**config.mk**
```make
export PLATFORM = sky130hd
export DESIGN_NAME = hack_mem_arbiter
export DESIGN_NICKNAME = d
export VERILOG_FILES = /design/src/rtl/hack_pkg.sv /design/src/rtl/hack_arb_fsm.sv /design/src/rtl/hack_mem_arbiter.sv
export SDC_FILE = /design/constraint.sdc
export NUM_CORES = 1
export LEC_CHECK = 0
export ABC_AREA = 1
export CAP_MARGIN = 40
export CELL_PAD_IN_SITES_DETAIL_PLACEMENT = 0
export CELL_PAD_IN_SITES_GLOBAL_PLACEMENT = 2
export CORE_UTILIZATION = 10
export DETAILED_ROUTE_END_ITERATION = 10
export GPL_TIMING_DRIVEN = 0
export PLACE_DENSITY_LB_ADDON = 0.25
export SLEW_MARGIN = 40
export SYNTH_ARGS = -nofsm -noshare
export SYNTH_HDL_FRONTEND = slang
export SYNTH_SLANG_ARGS = --single-unit
```
**constraint.sdc**
```tcl
create_clock -name clk -period 2.8 [get_ports clk]
set_input_delay 0.56 -clock clk [delete_from_list [all_inputs] [get_ports clk]]
set_output_delay 0.56 -clock clk [all_outputs]
set_load 0.02 [all_outputs]
```
**src/rtl/hack_pkg.sv**
```systemverilog
// Shared types and constants for the two-requester Hack memory arbiter.
package hack_pkg;

  localparam int ADDR_W_DEF    = 15;
  localparam int DATA_W_DEF    = 16;
  localparam int MAX_BURST_DEF = 4;

  typedef enum logic [1:0] {
    ST_IDLE  = 2'd0,
    ST_OWN_A = 2'd1,
    ST_OWN_B = 2'd2
  } arb_state_e;

  localparam logic REQ_A = 1'b0;
  localparam logic REQ_B = 1'b1;

endpackage

```
**src/rtl/hack_arb_fsm.sv**
```systemverilog
// Round-robin arbitration FSM with bounded burst: owner state, burst
// counter, tie-break priority and the combinational grant decode.
module hack_arb_fsm
  import hack_pkg::*;
#(
  parameter int MAX_BURST = MAX_BURST_DEF,
  localparam int CNT_W    = $clog2(MAX_BURST + 1)
) (
  input  logic             clk_i,
  input  logic             rst_n_i,
  input  logic             a_req_i,
  input  logic             b_req_i,
  output logic             a_gnt_o,
  output logic             b_gnt_o,
  output arb_state_e       state_o,
  output logic [CNT_W-1:0] burst_cnt_o,
  output logic             prio_o
);

  localparam logic [CNT_W-1:0] BURST_MAX = CNT_W'(MAX_BURST);
  localparam logic [CNT_W-1:0] BURST_ONE = CNT_W'(1);

  arb_state_e       state_q, state_d;
  logic [CNT_W-1:0] burst_q, burst_d;
  logic             prio_q, prio_d;
  logic             a_req, b_req;
  logic             a_gnt, b_gnt;
  logic [CNT_W-1:0] burst_inc;

  // Requests are masked while reset is held so no grant leaks out.
  assign a_req = a_req_i & rst_n_i;
  assign b_req = b_req_i & rst_n_i;

  assign burst_inc = (burst_q < BURST_MAX) ? burst_q + BURST_ONE : burst_q;

  always_comb begin
    a_gnt   = 1'b0;
    b_gnt   = 1'b0;
    state_d = state_q;
    burst_d = burst_q;
    prio_d  = prio_q;

    case (state_q)
      ST_IDLE: begin
        if (a_req && b_req) begin
          if (prio_q == REQ_A) a_gnt = 1'b1;
          else                 b_gnt = 1'b1;
        end else if (a_req) begin
          a_gnt = 1'b1;
        end else if (b_req) begin
          b_gnt = 1'b1;
        end
      end
      ST_OWN_A: begin
        if (a_req && (!b_req || (burst_q < BURST_MAX))) a_gnt = 1'b1;
        else if (b_req)                                 b_gnt = 1'b1;
      end
      ST_OWN_B: begin
        if (b_req && (!a_req || (burst_q < BURST_MAX))) b_gnt = 1'b1;
        else if (a_req)                                 a_gnt = 1'b1;
      end
      default: begin
      end
    endcase

    // A grant to the current owner extends its burst; a new owner restarts at 1.
    if (a_gnt) begin
      state_d = ST_OWN_A;
      burst_d = (state_q == ST_OWN_A) ? burst_inc : BURST_ONE;
      prio_d  = REQ_B;
    end else if (b_gnt) begin
      state_d = ST_OWN_B;
      burst_d = (state_q == ST_OWN_B) ? burst_inc : BURST_ONE;
      prio_d  = REQ_A;
    end else begin
      state_d = ST_IDLE;
      burst_d = '0;
    end
  end

  always_ff @(posedge clk_i or negedge rst_n_i) begin
    if (!rst_n_i) begin
      state_q <= ST_IDLE;
      burst_q <= '0;
      prio_q  <= REQ_A;
    end else begin
      state_q <= state_d;
      burst_q <= burst_d;
      prio_q  <= prio_d;
    end
  end

  assign a_gnt_o     = a_gnt;
  assign b_gnt_o     = b_gnt;
  assign state_o     = state_q;
  assign burst_cnt_o = burst_q;
  assign prio_o      = prio_q;

endmodule

```
**src/rtl/hack_mem_arbiter.sv**
```systemverilog
// Two-requester arbiter for a single-port word memory: request muxing onto
// the memory port and tagged one-cycle read-data return.
module hack_mem_arbiter
  import hack_pkg::*;
#(
  parameter int ADDR_W    = ADDR_W_DEF,
  parameter int DATA_W    = DATA_W_DEF,
  parameter int MAX_BURST = MAX_BURST_DEF
) (
  input  logic              clk,
  input  logic              rst_n,
  input  logic              a_req,
  input  logic              a_we,
  input  logic [ADDR_W-1:0] a_addr,
  input  logic [DATA_W-1:0] a_wdata,
  output logic              a_gnt,
  output logic              a_rvalid,
  output logic [DATA_W-1:0] a_rdata,
  input  logic              b_req,
  input  logic              b_we,
  input  logic [ADDR_W-1:0] b_addr,
  input  logic [DATA_W-1:0] b_wdata,
  output logic              b_gnt,
  output logic              b_rvalid,
  output logic [DATA_W-1:0] b_rdata,
  output logic              mem_en,
  output logic              mem_we,
  output logic [ADDR_W-1:0] mem_addr,
  output logic [DATA_W-1:0] mem_wdata,
  input  logic [DATA_W-1:0] mem_rdata
);

  localparam int CNT_W = $clog2(MAX_BURST + 1);

  // Handshake: a requester holds req/we/addr/wdata stable until its gnt is
  // seen high in a cycle; the access is issued at that cycle's rising edge.
  // A read returns x_rvalid for exactly one cycle, the cycle after the grant.
  arb_state_e       fsm_state;
  logic [CNT_W-1:0] fsm_burst_cnt;
  logic             fsm_prio;

  logic rd_valid_q, rd_valid_d;
  logic rd_tag_q, rd_tag_d;

  hack_arb_fsm #(
    .MAX_BURST (MAX_BURST)
  ) u_fsm (
    .clk_i       (clk),
    .rst_n_i     (rst_n),
    .a_req_i     (a_req),
    .b_req_i     (b_req),
    .a_gnt_o     (a_gnt),
    .b_gnt_o     (b_gnt),
    .state_o     (fsm_state),
    .burst_cnt_o (fsm_burst_cnt),
    .prio_o      (fsm_prio)
  );

  always_comb begin
    mem_en    = a_gnt | b_gnt;
    mem_we    = 1'b0;
    mem_addr  = '0;
    mem_wdata = '0;
    if (a_gnt) begin
      mem_we    = a_we;
      mem_addr  = a_addr;
      mem_wdata = a_wdata;
    end else if (b_gnt) begin
      mem_we    = b_we;
      mem_addr  = b_addr;
      mem_wdata = b_wdata;
    end
  end

  // The tag remembers who issued the read so overlapping grants cannot misroute data.
  always_comb begin
    rd_valid_d = mem_en & ~mem_we;
    rd_tag_d   = rd_tag_q;
    if (mem_en) rd_tag_d = b_gnt ? REQ_B : REQ_A;
  end

  always_ff @(posedge clk or negedge rst_n) begin
    if (!rst_n) begin
      rd_valid_q <= 1'b0;
      rd_tag_q   <= REQ_A;
    end else begin
      rd_valid_q <= rd_valid_d;
      rd_tag_q   <= rd_tag_d;
    end
  end

  assign a_rvalid = rd_valid_q & (rd_tag_q == REQ_A);
  assign b_rvalid = rd_valid_q & (rd_tag_q == REQ_B);
  assign a_rdata  = a_rvalid ? mem_rdata : '0;
  assign b_rdata  = b_rvalid ? mem_rdata : '0;

endmodule

```
Word level (Yosys, flattened, before mapping)
Index checks and enable logic that the tools add are counted.
W data, S select, Z words.
{"block": "totals", "ff_bits": 8, "input_bits": 84, "output_inout_bits": 69, "word_cells": 57}
{"block": "classes", "n_addsub": 1, "magnitude_cmp": 1, "eq_ne": 2, "mux": 31, "n_bitwise": 8, "n_reduce_logical": 9}
{"cell": "$mux W16", "n": 4}
{"cell": "$mux W15", "n": 2}
{"cell": "$mux W1", "n": 16}
{"cell": "$mux W3", "n": 5}
{"cell": "$pmux W1 S3", "n": 2}
{"cell": "$and A1 B1 Y1", "n": 5}
{"cell": "$mux W2", "n": 2}
{"cell": "$add A3 B1 Y3 const B", "n": 1}
{"cell": "$logic_and A1 B1 Y1", "n": 3}
{"cell": "$lt A3 B3 Y1 const B", "n": 1}
{"cell": "$eq A2 B1 Y1 const B", "n": 1}
{"cell": "$eq A2 B2 Y1 const B", "n": 1}
{"cell": "$logic_not A1 Y1", "n": 2}
{"cell": "$logic_not A2 Y1", "n": 1}
{"cell": "$logic_or A1 B1 Y1", "n": 2}
{"cell": "$not A1 Y1", "n": 2}
{"cell": "$reduce_bool A2 Y1", "n": 1}
{"cell": "$or A1 B1 Y1", "n": 1}

Depth between registers and ports, before layout
{"block": "logic_depth", "ltp_word": 10, "ltp_mapped": 8, "mapped_depth_nobuf": 8}

By module
A second synthesis with hierarchy kept.
{"block": "unflattened", "cells_unflattened": 225, "area_unflattened_um2": 1252.5}
{"module": "hack_mem_arbiter", "n_inst": 1, "cells_per_inst": 169, "area_each_um2": 864.6, "seq_area_each_um2": 50.0}
{"module": "hack_arb_fsm", "n_inst": 1, "cells_per_inst": 56, "area_each_um2": 387.9, "seq_area_each_um2": 150.1}

Worst setup path after synthesis
No wires, ideal clock.
{"block": "synth_timing", "path_kind": "input-to-output", "startpoint": "input port a_req", "endpoint": "output port mem_addr[10]", "arrival_time_ps": 1403, "path_slack_ps": 837, "path_stages": 8, "n_path_buf": 1, "path_cell_list": "nand2_1 -> clkinv_1 -> nand2_1 -> nand3_2 -> nand3_4 -> buf_4 -> nand2_1 -> nand2_1"}
{"block": "synth_via", "elab_chain_len": 8, "elab_cells_between_ends": 18, "classes_between": "12 x mux; 1 x bitwise; 5 x reduce/logical"}
{"item": "start, declared", "line_no": "hack_mem_arbiter.sv:12", "text": "input logic a_req,"}
{"item": "$and A1 B1 Y1 *", "line_no": "hack_arb_fsm.sv:31", "text": "assign a_req = a_req_i & rst_n_i;"}
{"item": "$logic_not A1 Y1", "line_no": "hack_arb_fsm.sv:59", "text": "if (b_req && (!a_req || (burst_q < BURST_MAX))) b_gnt = 1'b1;"}
{"item": "$logic_or A1 B1 Y1", "line_no": "hack_arb_fsm.sv:59"}
{"item": "$logic_and A1 B1 Y1", "line_no": "hack_arb_fsm.sv:59"}
{"item": "$mux W1", "line_no": "hack_arb_fsm.sv:59"}
{"item": "$pmux W1 S3 *", "line_no": "hack_arb_fsm.sv:43", "text": "case (state_q)"}
{"item": "via b_gnt", "line_no": "hack_mem_arbiter.sv:23", "text": "output logic b_gnt,"}
{"item": "$mux W15 *", "line_no": "hack_mem_arbiter.sv:68", "text": "end else if (b_gnt) begin"}
{"item": "$mux W15 *", "line_no": "hack_mem_arbiter.sv:64", "text": "if (a_gnt) begin"}
{"item": "end, declared", "line_no": "hack_mem_arbiter.sv:28", "text": "output logic [ADDR_W-1:0] mem_addr,"}
Mark *: on every way through the listed nets, which the timed path passes. The rest lies on a longest branch.

Final worst setup path
{"block": "layout_timing", "startpoint": "input port b_req", "endpoint": "output port b_gnt"}
{"block": "layout_via", "elab_chain_len": 6, "elab_cells_between_ends": 12, "classes_between": "6 x mux; 1 x bitwise; 5 x reduce/logical"}
{"item": "start, declared", "line_no": "hack_mem_arbiter.sv:19", "text": "input logic b_req,"}
{"item": "$and A1 B1 Y1 *", "line_no": "hack_arb_fsm.sv:32", "text": "assign b_req = b_req_i & rst_n_i;"}
{"item": "$logic_not A1 Y1", "line_no": "hack_arb_fsm.sv:55", "text": "if (a_req && (!b_req || (burst_q < BURST_MAX))) a_gnt = 1'b1;"}
{"item": "$logic_or A1 B1 Y1", "line_no": "hack_arb_fsm.sv:55"}
{"item": "$logic_and A1 B1 Y1", "line_no": "hack_arb_fsm.sv:55"}
{"item": "$mux W1", "line_no": "hack_arb_fsm.sv:55"}
{"item": "$pmux W1 S3 *", "line_no": "hack_arb_fsm.sv:43"}
{"item": "end, declared", "line_no": "hack_mem_arbiter.sv:23"}
Mark *: on every way between the ends. The rest lies on a longest branch, timed or not.

==> reports/metrics.json <==
{
  "global_route": {
    "grt_first_pass_wirelength_um": 7838,
    "antenna_found_initial": 0,
    "first_global_vias": 1719,
    "overflow": 0,
    "grt_max_degree": 12,
    "grt_util_all_layers_pct": 8.558
  },
  "sta": {
    "timing.final.crit_share_pct": 96.27,
    "fin_crit_ns": 2.696,
    "fin_worst_skew_ns": 0.0006039,
    "timing.fmax_mhz": 371.0,
    "timing.final.hold_violations": 0,
    "grt_setup_unrepaired": "yes",
    "tightestPinTransition_ns": 0.4175,
    "slew_headroom_pct": 72.17,
    "slew_viol_final": 0,
    "final-setup-viol-count": 0
  },
  "clocking": {
    "worst_skew_pair.late_latency_ns": 0.23,
    "cts_htree_levels": 1,
    "cts_made_buffers": 3,
    "cts_num_sinks": 8,
    "max-clock-path-buffers": 2,
    "tritoncts_clock_tree": "built",
    "cts.clk_slew.worst_paths_ns": 0.04,
    "clock_tree.root_cell": "sky130_fd_sc_hd__clkbuf_8"
  },
  "placement": {
    "finalWeightedCongestion": 0.7485,
    "dp.final_hpwl_um": 4305,
    "numPortBuffers": 152
  },
  "worst_setup_path": {
    "crit_chain": "clkdlybuf4s50_1 > nand2_1 > inv_2 > nand3_2 > nand3_4 > buf_4 > dlygate4sd2_1",
    "r2r_slack_ns": 1.41,
    "worstSetupStartpointType": "input port",
    "critPathLaunch": "b_req",
    "crit_type": "input port to output port",
    "cp-endpoint": "b_gnt",
    "critPathArrivalTime_ns": 2.14,
    "worst_r2r_endpoint": "rd_valid_q$_DFF_PN0_",
    "slowest_delay_ns": 0.51,
    "timing.critical_path.required_ns": 2.24,
    "slowest_stage": "sky130_fd_sc_hd__clkdlybuf4s50_1",
    "regToRegStartpoint": "u_fsm.state_o[1]$_DFF_PN0_",
    "critical_path_capture_point_type": "output port",
    "worst_r2r_path_depth": 7,
    "worst_path_fanout_max": 10
  },
  "logic_synthesis": {
    "netlist.top_cell.by_area": "sky130_fd_sc_hd__nand2_1",
    "post_synth_inst_count": 215,
    "synth_nets": 300,
    "ys_ff_latch": 8,
    "synth-warning-count": 0,
    "synth_top_cells_by_area": "sky130_fd_sc_hd__nand2_1 38%, sky130_fd_sc_hd__dfrtp_1 18%, sky130_fd_sc_hd__nor2_1 13%",
    "yosysTopAreaCellShare_pct": 38.40,
    "avgSynthCellArea_sq_um": 5.092,
    "syn-cell-area_sq_um": 1095,
    "synth_seq_area_share_pct": 18.29,
    "post_synth_num_cell_types": 20
  },
  "detailed_routing": {
    "route.detailed.drc": 0,
    "route.antenna.remaining_nets": 0,
    "detailed_routing_iterations_pass_1": 4,
    "wl_um": 5143,
    "vias": 1768,
    "avgViaCountPerCell": 3.460,
    "detailedRoute.firstIterationViolations": 46,
    "post_drt_wl_per_cell_um": 10.06
  },
  "cells_and_area": {
    "post-route-util_pct": 26.01,
    "drive_above_1_share_pct": 15.20,
    "area_growth_syn_to_layout_pct": 148.6,
    "fillerInstances": 1224,
    "num_antenna_cells": 0,
    "area_of_the_multi_input_gates_sq_um": 724.4,
    "fin_nets": 462,
    "area.sequential_sq_um": 200.2
  },
  "power": {
    "vdd_drop_max_mv": 0.1608,
    "power_density_nw_per_um2": 533.0,
    "report.power.total_uw": 1451,
    "power_leakage_uw": 0.001393
  },
  "die": {
    "design.portCount": 153,
    "placementRows": 37,
    "die_x_extent_um": 106.6,
    "floorplan.core_area_sq_um": 10460,
    "design.die.area_sq_um": 11370,
    "floorplan.die.height_um": 106.6,
    "initial_core_util_pct": 10.46
  },
  "outcome": {
    "outcome": "completed"
  },
  "flow_run": {
    "maxCapViolations": 0
  },
  "min_path": {
    "hold_path.class": "input port to async pin"
  }
}
==> state kept, by name, indices dropped and copies added, names as in the netlist <==
signal             cells
rd_tag_q               1
rd_valid_q             1
u_fsm.burst_cnt_o      3
u_fsm.prio_o           1
u_fsm.state_o          2
==> final cells by class <==
cell class	instances	area share, %
inverters	29	4.000
well taps	136	6.253
flip-flops and latches	8	7.356
multi-input cells	170	26.62
plain buffers	8	2.759
clock buffers	3	1.517
repair buffers	157	51.49
==> kinds of logic (layout without fill, tap and decap cells) <==
kind of cell             Yosys count  after routing  synth area share, %
AND/OR/NAND/NOR                  161            161                59.66
buffers and inverters             37            197                15.77
flip-flops                         8              8                18.29
AO/OA/AOI/OAI                      7              7                4.342
adder cells (fa/ha/maj)            1              1                1.143
XOR/XNOR                           1              1               0.8001
==> timing repair <==
action | in CTS | in global routing
gates resized for setup | 89 | 32
endpoints found under the setup margin | 35 | 22
setup buffers | 1 | 4
pin swaps | 0 | 2
hold buffers | 0 | 0
==> through the flow <==
step / instance area (sq um) / setup TNS (ns) / std cells / setup WS, ns / hold slack, ns
floorplan: 1095 / 0 / 215 / 0.8367 / 0.2644
global placement: 2786 / -21.54 / 503 / -0.6681 / 0.5179
detailed placement: 2786 / -20.97 / 503 / -0.6644 / 0.5291
CTS: 2808 / -0.002347 / 507 / -0.002347 / 0.2906
global route: 2721 / -0.003162 / 511 / -0.003162 / 0.2998
finish: 2721 / 0 / 511 / 0.1044 / 0.2882
==> per-layer routing <==
metal / global-route usage, % / vias to the layer above / part of all wire [%]
met5: 0 / - / 0
met4: 2.055 / 0 / 0.78
met3: 2.371 / 4 / 12
met2: 16.27 / 103 / 47
met1: 9.255 / 709 / 40
li1: - / 952 / -
==> how the worst min path moves through the flow <==
stage	start	endpoint	slack, ns	cells past startpoint
after global placement	u_fsm.burst_cnt_o[1]$_DFF_PN0_	u_fsm.burst_cnt_o[1]$_DFF_PN0_	0.52	2
after detailed placement	u_fsm.burst_cnt_o[1]$_DFF_PN0_	u_fsm.burst_cnt_o[1]$_DFF_PN0_	0.53	2
final	rst_n	u_fsm.burst_cnt_o[2]$_DFF_PN0_	0.29	1
after floorplan	rst_n	rd_tag_q$_DFFE_PN0P_	0.26	0
after global routing	rst_n	u_fsm.burst_cnt_o[2]$_DFF_PN0_	0.30	1
after CTS	rst_n	u_fsm.burst_cnt_o[2]$_DFF_PN0_	0.29	1
==> cell usage in the layout (no fill, tap or decap), types with 2 or more instances in the layout <==
cell type / instances
sky130_fd_sc_hd__inv_1: 25
sky130_fd_sc_hd__clkdlybuf4s50_1: 116
sky130_fd_sc_hd__clkbuf_8: 3
sky130_fd_sc_hd__nand3_1: 5
sky130_fd_sc_hd__dfrtp_1: 8
sky130_fd_sc_hd__clkbuf_1: 2
sky130_fd_sc_hd__nand2_1: 111
sky130_fd_sc_hd__buf_4: 5
sky130_fd_sc_hd__buf_2: 13
sky130_fd_sc_hd__buf_6: 5
sky130_fd_sc_hd__dlygate4sd2_1: 2
sky130_fd_sc_hd__o21ai_0: 3
sky130_fd_sc_hd__nor2_1: 39
sky130_fd_sc_hd__inv_2: 3
sky130_fd_sc_hd__clkbuf_2: 19
sky130_fd_sc_hd__nand3_2: 2
sky130_fd_sc_hd__nand3_4: 2
==> critical path: cells and delay by family <==
| family | cells | cell delay, ns |
|---|---|---|
| buf+inv | 4 | 1.17 |
| simple gates | 3 | 0.41 |
==> cell usage after synthesis, drive strengths merged <==
library cell,n
buf,6
a211oi,1
o21ai,3
a21oi,1
o211ai,1
nor2,40
nand2,112
o31ai,1
ha,1
clkinv,1
inv,28
xnor2,1
dfrtp,8
nand3,9
clkbuf,2
==> where the power goes <==
| group | switching [uW] | internal [uW] |
|---|---|---|
| logic | 642 | 490 |
| clock network | 45.9 | 93.2 |
| registers | 29.0 | 150 |
| total | 717 | 734 |
Note: power is estimated with default switching activity, not from simulation.
